===== config.mk =====
export PLATFORM = sky130hd
export DESIGN_NAME = adder_err_sweep
export DESIGN_NICKNAME = d
export VERILOG_FILES = /design/src/rtl/adder_err_pkg.sv /design/src/rtl/adder_exact_ref.sv /design/src/rtl/adder_err_sweep.sv
export SDC_FILE = /design/constraint.sdc
export NUM_CORES = 1
export LEC_CHECK = 0
export CAP_MARGIN = 20
export CORE_ASPECT_RATIO = 2
export CORE_MARGIN = 2
export CORE_UTILIZATION = 53
export CTS_CLUSTER_SIZE = 30
export DETAILED_ROUTE_END_ITERATION = 12
export PLACE_DENSITY = 0.85
export SETUP_SLACK_MARGIN = 0.3
export SYNTH_ARGS = -nofsm -noshare
export SYNTH_HDL_FRONTEND = slang
export SYNTH_HIERARCHICAL = 1
export SYNTH_SLANG_ARGS = --single-unit

===== constraint.sdc =====
create_clock -name i_clk -period 2.6 [get_ports i_clk]
set_clock_uncertainty 0.05 [all_clocks]
set_input_delay 0.52 -clock i_clk [delete_from_list [all_inputs] [get_ports i_clk]]
set_output_delay 0.52 -clock i_clk [all_outputs]
set_load 0.01 [all_outputs]

===== src/rtl/adder_err_pkg.sv =====
// Shared types, default sizes and helpers for the approximate-adder error sweep.
package adder_err_pkg;

  localparam int unsigned DefNIn  = 4;
  localparam int unsigned DefNOut = 3;
  localparam int unsigned DefEt   = 4;

  typedef enum logic [1:0] {
    StIdle,
    StSettle,
    StSample,
    StDone
  } sweep_state_e;

  function automatic logic [31:0] abs_diff(input logic [31:0] a, input logic [31:0] b);
    return (a > b) ? (a - b) : (b - a);
  endfunction

endpackage


===== src/rtl/adder_exact_ref.sv =====
// Combinational exact reference adder: two W-bit operands to a (W+1)-bit sum.
module adder_exact_ref #(
  parameter int unsigned W = 2
) (
  input  logic [W-1:0] i_a,
  input  logic [W-1:0] i_b,
  output logic [W:0]   o_sum
);

  assign o_sum = {1'b0, i_a} + {1'b0, i_b};

endmodule


===== src/rtl/adder_err_sweep.sv =====
// Exhaustive error sweep of an approximate adder against an exact reference.
// Optional mean-error accumulator (o_sum_err) is built when ADDER_ERR_SUM_EN is defined.
module adder_err_sweep
  import adder_err_pkg::*;
#(
  parameter int unsigned N_IN   = DefNIn,
  parameter int unsigned N_OUT  = DefNOut,
  parameter int unsigned ET     = DefEt,
  parameter int unsigned SETTLE = 1
) (
  input  logic             i_clk,
  input  logic             i_rst,
  input  logic             i_start,
  output logic             o_busy,
  output logic             o_done,
  output logic [N_IN-1:0]  o_dut_in,
  input  logic [N_OUT-1:0] i_dut_out,
  output logic [N_OUT-1:0] o_max_err,
  output logic [N_IN-1:0]  o_worst_vec,
  output logic [N_IN:0]    o_viol_cnt,
`ifdef ADDER_ERR_SUM_EN
  output logic [N_IN+N_OUT-1:0] o_sum_err,
`endif
  output logic             o_pass
);

  localparam int unsigned HalfW = N_IN / 2;
  localparam int unsigned CntW  = (SETTLE > 1) ? $clog2(SETTLE) : 1;
  localparam logic [CntW-1:0] CntLoad = CntW'(SETTLE - 1);
  localparam logic [N_IN:0]   LastVec = {1'b0, {N_IN{1'b1}}};

  sweep_state_e r_state, w_state_d;

  logic [N_IN:0]    r_vec;
  logic [CntW-1:0]  r_cnt;
  logic [N_OUT-1:0] r_err;
  logic             r_busy;
  logic             r_done;
  logic             r_pass;
  logic [N_OUT-1:0] r_max_err;
  logic [N_IN-1:0]  r_worst_vec;
  logic [N_IN:0]    r_viol_cnt;

  logic [N_OUT-1:0] w_exact;
  logic [N_OUT-1:0] w_err;
  logic             w_last;
  logic             w_accept;
  logic             w_capture;
  logic             w_sample;
  logic             w_finish;

  adder_exact_ref #(
    .W(HalfW)
  ) u_exact (
    .i_a  (r_vec[HalfW-1:0]),
    .i_b  (r_vec[N_IN-1:HalfW]),
    .o_sum(w_exact)
  );

  assign w_err  = N_OUT'(abs_diff(32'(i_dut_out), 32'(w_exact)));
  assign w_last = (r_vec == LastVec);

  always_ff @(posedge i_clk or posedge i_rst) begin
    if (i_rst) begin
      r_state <= StIdle;
    end else begin
      r_state <= w_state_d;
    end
  end

  always_comb begin
    w_state_d = r_state;
    w_accept  = 1'b0;
    w_capture = 1'b0;
    w_sample  = 1'b0;
    w_finish  = 1'b0;
    unique case (r_state)
      StIdle: begin
        if (i_start) begin
          w_accept  = 1'b1;
          w_state_d = StSettle;
        end
      end
      StSettle: begin
        if (r_cnt == '0) begin
          w_capture = 1'b1;
          w_state_d = StSample;
        end
      end
      StSample: begin
        w_sample  = 1'b1;
        w_state_d = w_last ? StDone : StSettle;
      end
      StDone: begin
        w_finish  = 1'b1;
        w_state_d = StIdle;
      end
      default: w_state_d = StIdle;
    endcase
  end

  // dut_out is captured on the edge that ends the settle window, SETTLE cycles after vec moved.
  always_ff @(posedge i_clk or posedge i_rst) begin
    if (i_rst) begin
      r_vec       <= '0;
      r_cnt       <= '0;
      r_err       <= '0;
      r_busy      <= 1'b0;
      r_done      <= 1'b0;
      r_pass      <= 1'b0;
      r_max_err   <= '0;
      r_worst_vec <= '0;
      r_viol_cnt  <= '0;
    end else begin
      if (w_accept) begin
        r_vec       <= '0;
        r_cnt       <= CntLoad;
        r_busy      <= 1'b1;
        r_done      <= 1'b0;
        r_pass      <= 1'b0;
        r_max_err   <= '0;
        r_worst_vec <= '0;
        r_viol_cnt  <= '0;
      end
      if (r_state == StSettle) begin
        if (w_capture) begin
          r_err <= w_err;
        end else begin
          r_cnt <= r_cnt - 1'b1;
        end
      end
      if (w_sample) begin
        if (r_err > r_max_err) begin
          r_max_err   <= r_err;
          r_worst_vec <= r_vec[N_IN-1:0];
        end
        if (32'(r_err) > ET) begin
          r_viol_cnt <= r_viol_cnt + 1'b1;
        end
        if (!w_last) begin
          r_vec <= r_vec + 1'b1;
          r_cnt <= CntLoad;
        end
      end
      if (w_finish) begin
        r_pass <= (32'(r_max_err) <= ET);
        r_done <= 1'b1;
        r_busy <= 1'b0;
      end
    end
  end

`ifdef ADDER_ERR_SUM_EN
  logic [N_IN+N_OUT-1:0] r_sum_err;

  always_ff @(posedge i_clk or posedge i_rst) begin
    if (i_rst) begin
      r_sum_err <= '0;
    end else if (w_accept) begin
      r_sum_err <= '0;
    end else if (w_sample) begin
      r_sum_err <= r_sum_err + (N_IN + N_OUT)'(r_err);
    end
  end

  assign o_sum_err = r_sum_err;
`endif

  assign o_dut_in    = r_vec[N_IN-1:0];
  assign o_busy      = r_busy;
  assign o_done      = r_done;
  assign o_pass      = r_pass;
  assign o_max_err   = r_max_err;
  assign o_worst_vec = r_worst_vec;
  assign o_viol_cnt  = r_viol_cnt;

endmodule


After elaboration in Yosys (flattened, before gate mapping)
Index checks and enable logic that the tools add are counted.
{"block": "classes", "addsub": 6, "n_lt_le_gt_ge": 4, "eq_ne": 6, "mux": 33, "reduce_logical": 4}
{"op": "5-bit two-way mux", "count": 6}
{"op": "1-bit two-way mux", "count": 16}
{"op": "3-bit two-way mux", "count": 4}
{"op": "4-bit two-way mux", "count": 3}
{"op": "5-bit by 1-bit adder with 5-bit output (second input constant)", "count": 2}
{"op": "2-bit one-hot mux with 4 select lines", "count": 1}
{"op": "3-bit > comparator", "count": 2}
{"op": "2-bit two-way mux", "count": 3}
{"op": "3-bit subtractor", "count": 2}
{"op": "5-bit by 4-bit == test with 1-bit output (second input constant)", "count": 1}
{"op": "2-bit == test (second input constant)", "count": 2}
{"op": "2-bit inequality test (second input constant)", "count": 2}
{"op": "2-bit AND reduction", "count": 2}
{"op": "2-bit by 2-bit adder with 3-bit output", "count": 1}
{"op": "3-bit > comparator (second input constant)", "count": 1}
{"op": "3-bit <= comparator (second input constant)", "count": 1}
{"op": "2-bit by 1-bit == test with 1-bit output (second input constant)", "count": 1}
{"op": "2-bit zero test", "count": 1}
{"op": "2-bit nonzero test", "count": 1}
{"op": "1-bit subtractor (second input constant)", "count": 1}
{"block": "totals", "ff_bits": 26, "inputBits": 6}

Longest topological paths before layout
Gate-level depths: netlist of the first run.
{"block": "depth", "ltp_word": 7, "ltp_mapped": 10, "mapped_depth_nobuf": 10}

Hierarchy
The synthesis of the first run kept the hierarchy.
{"module": "adder_err_sweep", "instances": 1, "cells_per_inst": 155, "area_per_inst_um2": 1559.0}
{"module": "adder_exact_ref", "instances": 1, "cells_per_inst": 7, "area_per_inst_um2": 51.3}

Worst setup path after synthesis of the first run
Ideal clock, no wire load.
{"block": "synth_path", "path_kind": "register to register", "from": "register r_vec[0]", "to": "register r_err[1]", "setup_time_ns": 0.088, "arrival_ns": 2.118, "t_required_ns": 2.462, "setup_slack_ns": 0.343, "path_stages_with_launch": 9, "path_buffers": 0, "period_less_slack_ns": 2.257, "cell_sequence": "dfrtp_1 -> ha_1 -> inv_1 -> fa_1 -> inv_1 -> inv_1 -> fa_1 -> a211o_1 -> a41oi_1"}
{"block": "synth_between", "elab_chain_len": 3, "elab_cells_between_ends": 5, "cone_classes": "add/sub (3); order compare (1); mux (1)"}
{"item": "start: declaration", "line": "adder_err_sweep.sv:34", "rtl": "logic [N_IN:0] r_vec;"}
{"item": "start signal: assignment", "line": "adder_err_sweep.sv:141", "rtl": "r_vec <= r_vec + 1'b1;"}
{"item": "2-bit by 2-bit adder with 3-bit output (*)", "line": "adder_exact_ref.sv:10", "rtl": "assign o_sum = {1'b0, i_a} + {1'b0, i_b};"}
{"item": "via w_exact[1]", "line": "adder_err_sweep.sv:44", "rtl": "logic [N_OUT-1:0] w_exact;"}
{"item": "3-bit subtractor / 3-bit > comparator (equally long branches)", "line": "adder_err_pkg.sv:16", "rtl": "return (a > b) ? (a - b) : (b - a);"}
{"item": "3-bit two-way mux (*)", "line": "adder_err_pkg.sv:16"}
{"item": "end signal: assignment", "line": "adder_err_sweep.sv:127", "rtl": "r_err <= w_err;"}
{"item": "end: declaration", "line": "adder_err_sweep.sv:36", "rtl": "logic [N_OUT-1:0] r_err;"}
The timed path passes the listed nets; every way through them passes the cells marked *.
A chain may end at the register's enable or synchronous reset.

Final worst setup path of the first run
{"block": "layout_path", "from": "register r_vec[2]", "to": "register r_err[1]"}
The elaborated chain is that of the path after synthesis.

==> results.sh, run 1 <==
export IMPL_status="finished clean"
export IMPL_dp_hpwl_um=2620
export IMPL_crit_arrival_ns=2.44
export IMPL_globalRouteOverflowTotal=0
export IMPL_clkTransAtPathRegs_ns=0.09
export IMPL_hp_start="o_viol_cnt[4]"
export IMPL_syn_nets=182
export IMPL_whs_ns=0.432
export IMPL_grt_max_degree=27
export IMPL_min_period_ns=2.29
export IMPL_ant_nets=0
export IMPL_drv_slew=0
export IMPL_fmax_ghz=0.436
export IMPL_yosysWarningCount=6
export IMPL_power_leakage_nw=0.876
export IMPL_avgSynthCellArea_um2=9.94
export IMPL_start_kind="flip-flop"
export IMPL_fin_nets=207
export IMPL_drive_gt1_share_pct=12.9
export IMPL_gr_usage_all_layers_pct=20.7
export IMPL_synth_edf_count=0
export IMPL_syn_inst=162
export IMPL_reg2reg_to="r_err[1]"
export IMPL_ys_ff_latch=26
export IMPL_wl_per_cell_um=15.4
export IMPL_layout_commonest_cell="dfrtp_1"
export IMPL_cts_root_buf="clkbuf_8"
export IMPL_remaining_drc_errors=0
export IMPL_max_slew_margin_pct=64.1
export IMPL_rsz0062_at_grt="yes"
export IMPL_swShare_pct=42.3
export IMPL_r2r_start="r_vec[2]"
export IMPL_grt_pass1_vias=1283
export IMPL_cts_buffer_depth=2
export IMPL_synthDistinctLibCells=38
export IMPL_cts_tree="built"
export IMPL_p_int_mw=1.50
export IMPL_ff2ff_path_depth=8
export IMPL_seq_area_frac_synth_pct=40.4
export IMPL_cts_buffers=3
export IMPL_final_seq_area_um2=651
export IMPL_post_cts_setup_buffer_count=0
export IMPL_clk_latency_ns=0.27
export IMPL_fin_crit_sh_pct=88.2
export IMPL_mostFrequentLayoutCells="26 x dfrtp_1, 24 x clkdlybuf4s50_1, 21 x nand2_1"
export IMPL_power_frac_comb_pct=60.3
export IMPL_cp_buffers_inverters=2
export IMPL_hold_viol=0
export IMPL_crit_path_max_fanout=3
export IMPL_portBuffers=24
export IMPL_grt_pass1_wl_um=5550
export IMPL_async_reset_ff_share_pct=100
export IMPL_p_per_area_nw_per_um2=1330
export IMPL_clock_sinks=26
export IMPL_syn_area_um2=1610
export IMPL_dieArea_um2=3520
export IMPL_crit_slowest_cell="fa_1"
export IMPL_rows=28
export IMPL_n_fill_cell=237
export IMPL_synthFlopType="dfrtp_1"
export IMPL_multi_input_area_um2=843
export IMPL_routed_via_density=5.75
export IMPL_tns_ns=0
export IMPL_die_h_um=82.0
export IMPL_setup_viol=0
export IMPL_cts_max_level=1
export IMPL_antenna_found_initial=0
export IMPL_worstMarginPinSlew_ns=0.539
export IMPL_core_um2=2940
export IMPL_fp_dieW_um=43.0
export IMPL_reg2reg_slack_ns=0.31
export IMPL_cpLargestDelayFamily="adder cells"
export IMPL_end_kind="flip-flop"
export IMPL_cp_required_ns=2.74
export IMPL_hold_path_class="flip-flop to flip-flop"
export IMPL_p_sw_mw=1.10
export IMPL_min_to="o_viol_cnt[4]"
export IMPL_p_seq_share_pct=26.9
export IMPL_ir_worst_vdd_mv=0.913
export IMPL_max_stage_delay_ns=0.54
export IMPL_worstHoldPathCells=1
export IMPL_firstDrtPassIters=4
export IMPL_drt_wl_total_um=3320
export IMPL_num_vias=1243
export IMPL_crit_chain="ha_2, inv_2, fa_1, inv_2, fa_1, a221oi_2, o21ai_1, a41oi_2"
export IMPL_drv_cap=0
export IMPL_start_util_pct=54.7
export IMPL_areaGrowthSynthToFinish_pct=21.0
export IMPL_n_antenna_cell=0
export IMPL_pwr_share_clk_pct=12.8
export IMPL_critPathKind="flip-flop to flip-flop"
export IMPL_place_congestion=0.803
export IMPL_io_pin_count=25
export IMPL_drt_iter0_markers=34
## Yosys cell counts (2+ instances only)
cell type / instances / area share (%)
nor2b_1: 2 / 0.78
ha_1: 11 / 8.5
a211oi_1: 2 / 0.93
o22ai_1: 2 / 0.78
nand3_1: 5 / 1.6
fa_1: 3 / 3.7
o211ai_1: 4 / 1.9
nand2b_4: 2 / 1.7
o21ai_0: 6 / 1.9
nand2b_1: 2 / 0.78
o31ai_1: 2 / 0.93
dfrtp_1: 26 / 40
buf_4: 5 / 2.3
buf_6: 4 / 2.8
inv_1: 18 / 4.2
nand4_1: 2 / 0.78
nor2_1: 12 / 2.8
nand2_1: 21 / 4.9
a21oi_1: 5 / 1.6
mux2i_1: 10 / 6.2
## state kept, by name, summed over array words and instances, names as in the netlist
signal	cells
o_viol_cnt	5
r_vec	5
o_worst_vec	4
o_max_err	3
r_err	3
r_state	2
o_busy	1
o_done	1
o_pass	1
r_cnt	1
## how the worst max path moves through the flow
stage               slack, ns       end  cells after the start    startpoint
finish                   0.31  r_err[1]                      8      r_vec[2]
floorplan                0.34  r_err[1]                      8      r_vec[0]
global placement         0.29  r_err[1]                      7  i_dut_out[0]
CTS                      0.31  r_err[1]                      9      r_vec[0]
detailed placement       0.18  r_err[1]                      7  i_dut_out[0]
global route             0.21  r_err[1]                      8      r_vec[0]
## routing by layer
layer | global-route usage [%] | part of all wire, %
met1 | 22.0 | 36
met2 | 40.3 | 60
met3 | 1.54 | 1.6
met4 | 9.09 | 2.3
met5 | 0 | 0
## worst register-to-register path: cells and delay by family (launching register included)
kind,cells,cell delay [ns]
AOI/OAI and AO/OA,3,0.51
adders and majority gates,3,1.19
DFF,1,0.37
buffers and inverters,2,0.11
## through the flow
| step | cell area, um2 | power (mW) | util [%] | setup slack (ns) | std cells |
|---|---|---|---|---|---|
| after floorplan | 1610 | 1.76 | - | 0.343 | 162 |
| after global placement | 1840 | 2.09 | 62.6 | 0.293 | 212 |
| after detailed placement | 1840 | 2.16 | 62.6 | 0.178 | 212 |
| after CTS | 1920 | 2.52 | 65.3 | 0.311 | 216 |
| after global routing | 1950 | 2.81 | 66.2 | 0.205 | 216 |
| final | 1950 | 2.60 | 66.2 | 0.306 | 216 |
## cell type report
type / count / area share [%]
sequential: 26 / 33.4
clock inverter: 1 / 1.54
tap: 30 / 1.93
inverter: 18 / 3.47
clock buffer: 3 / 2.12
timing repair buffer: 29 / 14.3
multi-input combinational: 109 / 43.3
## cells by family (layout without fill, tap and decap cells)
kind of cell / Yosys count / in the layout / share of synthesized area (%)
simple gates: 53 / 53 / 17.2
compound gates: 32 / 32 / 14.6
buf+inv: 27 / 51 / 9.32
flops: 26 / 26 / 40.4
fa+ha+maj: 14 / 14 / 12.3
mux: 10 / 10 / 6.22
## timing repair
item,4_1_cts,5_1_grt
hold buffers,0,0
resized for setup,3,7
pin swaps,1,7
endpoints found under the setup margin,2,2
cloned,0,0
## power by group through the flow
| stage | sequential [mW] | combinational, mW | clock, mW |
|---|---|---|---|
| finish | 0.699 | 1.57 | 0.333 |
| global placement | 0.693 | 1.40 | 0 |
| detailed placement | 0.706 | 1.46 | 0 |
| floorplan | 0.711 | 1.05 | 0 |
| CTS | 0.698 | 1.49 | 0.337 |
| global route | 0.722 | 1.73 | 0.352 |
Power figures use the tool's default switching activity.
==> run 2: changes to the inputs <==
--- a/config.mk
+++ b/config.mk
@@ -7,7 +7,6 @@
 export LEC_CHECK = 0
 export CAP_MARGIN = 20
 export CORE_ASPECT_RATIO = 2
-export CORE_MARGIN = 2
 export CORE_UTILIZATION = 53
 export CTS_CLUSTER_SIZE = 30
 export DETAILED_ROUTE_END_ITERATION = 12
==> run 2 against run 1 <==
Cell area down 1.9%. Setup slack worse by 0.018 ns. Power down 3.3%. Clock power down 21%. Critical path type unchanged. Clock-buffer cell count up 1. Sequential power down 1%. Final cell count unchanged. Critical path depth up 1. Sequential cell count unchanged. First-iteration DRC count down 12%.
==> results.sh, run 2 (synthesized netlist as in run 1, its figures left out) <==
export IMPL_r2r_start="r_vec[0]"
export IMPL_layout_commonest_cell="dfrtp_1"
export IMPL_whs_ns=0.425
export IMPL_mostFrequentLayoutCells="26 x dfrtp_1, 24 x clkdlybuf4s50_1, 21 x nand2_1"
export IMPL_utilization_pct=65.7
export IMPL_post_place_cells=212
export IMPL_die_h_um=80.0
export IMPL_clk_latency_ns=0.27
export IMPL_ir_worst_vdd_mv=0.757
export IMPL_met2_usage_pct=39.1
export IMPL_ff2ff_path_depth=9
export IMPL_hold_path_class="flip-flop to flip-flop"
export IMPL_tns_ns=0
export IMPL_routed_via_density=5.73
export IMPL_busiest_layer="met2"
export IMPL_rsz0062_at_grt="yes"
export IMPL_cts_max_level=1
export IMPL_ant_nets=0
export IMPL_worstHoldPathCells=1
export IMPL_drv_cap=0
export IMPL_drv_slew=0
export IMPL_cts_hold_buf=0
export IMPL_dieArea_um2=3280
export IMPL_drive_gt1_share_pct=10.2
export IMPL_setup_viol=0
export IMPL_rows=28
export IMPL_reg2reg_to="r_err[1]"
export IMPL_antenna_found_initial=0
export IMPL_drt_wl_total_um=3360
export IMPL_cts_buffers=3
export IMPL_status="finished clean"
export IMPL_cp_endpoint="r_err[1]"
export IMPL_min_period_ns=2.31
export IMPL_remaining_drc_errors=0
export IMPL_fp_dieW_um=41.0
export IMPL_crit_path_max_fanout=4
export IMPL_firstDrtPassIters=4
export IMPL_grt_use_met3_pct=3.06
export IMPL_clock_sinks=26
export IMPL_io_pin_count=25
export IMPL_start_kind="flip-flop"
export IMPL_dp_slack_ns=0.202
export IMPL_end_kind="flip-flop"
export IMPL_cts_root_buf="clkbuf_8"
export IMPL_worstMarginPinSlew_ns=0.548
export IMPL_drt_iter0_markers=30
export IMPL_reg2reg_slack_ns=0.29
export IMPL_globalRouteOverflowTotal=0
export IMPL_fin_crit_sh_pct=88.9
export IMPL_crit_arrival_ns=2.46
export IMPL_cp_required_ns=2.75
export IMPL_power_leakage_nw=0.871
export IMPL_place_congestion=0.830
export IMPL_fmax_ghz=0.432
export IMPL_met1_usage_pct=25.5
export IMPL_fin_cells=216
export IMPL_cts_buffer_depth=2
export IMPL_n_antenna_cell=0
export IMPL_grt_pass1_wl_um=5330
export IMPL_max_slew_margin_pct=63.4
export IMPL_clkTransAtPathRegs_ns=0.09
export IMPL_wl_per_cell_um=15.6
export IMPL_num_vias=1238
export IMPL_fin_nets=207
export IMPL_grt_pass1_vias=1258
export IMPL_hold_viol=0
export IMPL_setup_ws_ns=0.288
export IMPL_grt_max_degree=27
export IMPL_dp_hpwl_um=2550
export IMPL_areaGrowthSynthToFinish_pct=18.7
export IMPL_gr_usage_all_layers_pct=23.2
export IMPL_core_um2=2910
export IMPL_cts_tree="built"
export IMPL_start_util_pct=55.4
export IMPL_crit_path_start="r_vec[0]"
export IMPL_portBuffers=24
export IMPL_p_per_area_nw_per_um2=1310
export IMPL_critPathKind="flip-flop to flip-flop"
## run 2: routing by layer
layer  up-vias  wire (um)
met4         0        115
li1        600          -
met5         -          0
met2        26       1890
met3        13         72
met1       599       1280
## run 2: layout make-up
| cell class | count | area (um2) |
|---|---|---|
| clock buffer | 4 | 55.1 |
| fill | 238 | 996 |
| inverter | 18 | 67.6 |
| multi-input combinational | 109 | 823 |
| sequential | 26 | 651 |
| tap | 30 | 37.5 |
| timing repair buffer | 29 | 278 |
## run 2: power breakdown
| part | internal (mW) | switching, mW |
|---|---|---|
| clock network | 0.136 | 0.126 |
| logic | 0.721 | 0.840 |
| registers | 0.552 | 0.138 |
| total | 1.41 | 1.10 |
## run 2: per-stage QoR
step,instance area [um2],power (mW)
global route,1910,2.69
finish,1910,2.51
global placement,1840,2.09
floorplan,1610,1.76
CTS,1900,2.45
detailed placement,1840,2.16
## run 2: worst min-delay path by stage
stage	from	end	slack [ns]
2_1_floorplan	r_vec[4]	r_vec[4]	0.43
3_3_place_gp	o_viol_cnt[4]	o_viol_cnt[4]	0.41
3_5_place_dp	o_viol_cnt[4]	o_viol_cnt[4]	0.42
4_1_cts	o_viol_cnt[4]	o_viol_cnt[4]	0.44
5_1_grt	o_viol_cnt[4]	o_viol_cnt[4]	0.47
6_report	o_viol_cnt[4]	o_viol_cnt[4]	0.42
## run 2: timing repair
item	4_1_cts	5_1_grt
gates resized for setup	1	4
pin swaps	1	2
buffers inserted	0	0
gates cloned	0	0
endpoints found under the setup margin	2	2
## run 2: worst max-delay path: stages, from the launching register on
cell	delay (ns)
dfrtp_1	0.36
ha_1	0.14
inv_1	0.04
fa_1	0.49
inv_2	0.06
ha_1	0.36
nand2b_1	0.14
a221oi_2	0.27
o21ai_1	0.13
a41oi_2	0.19
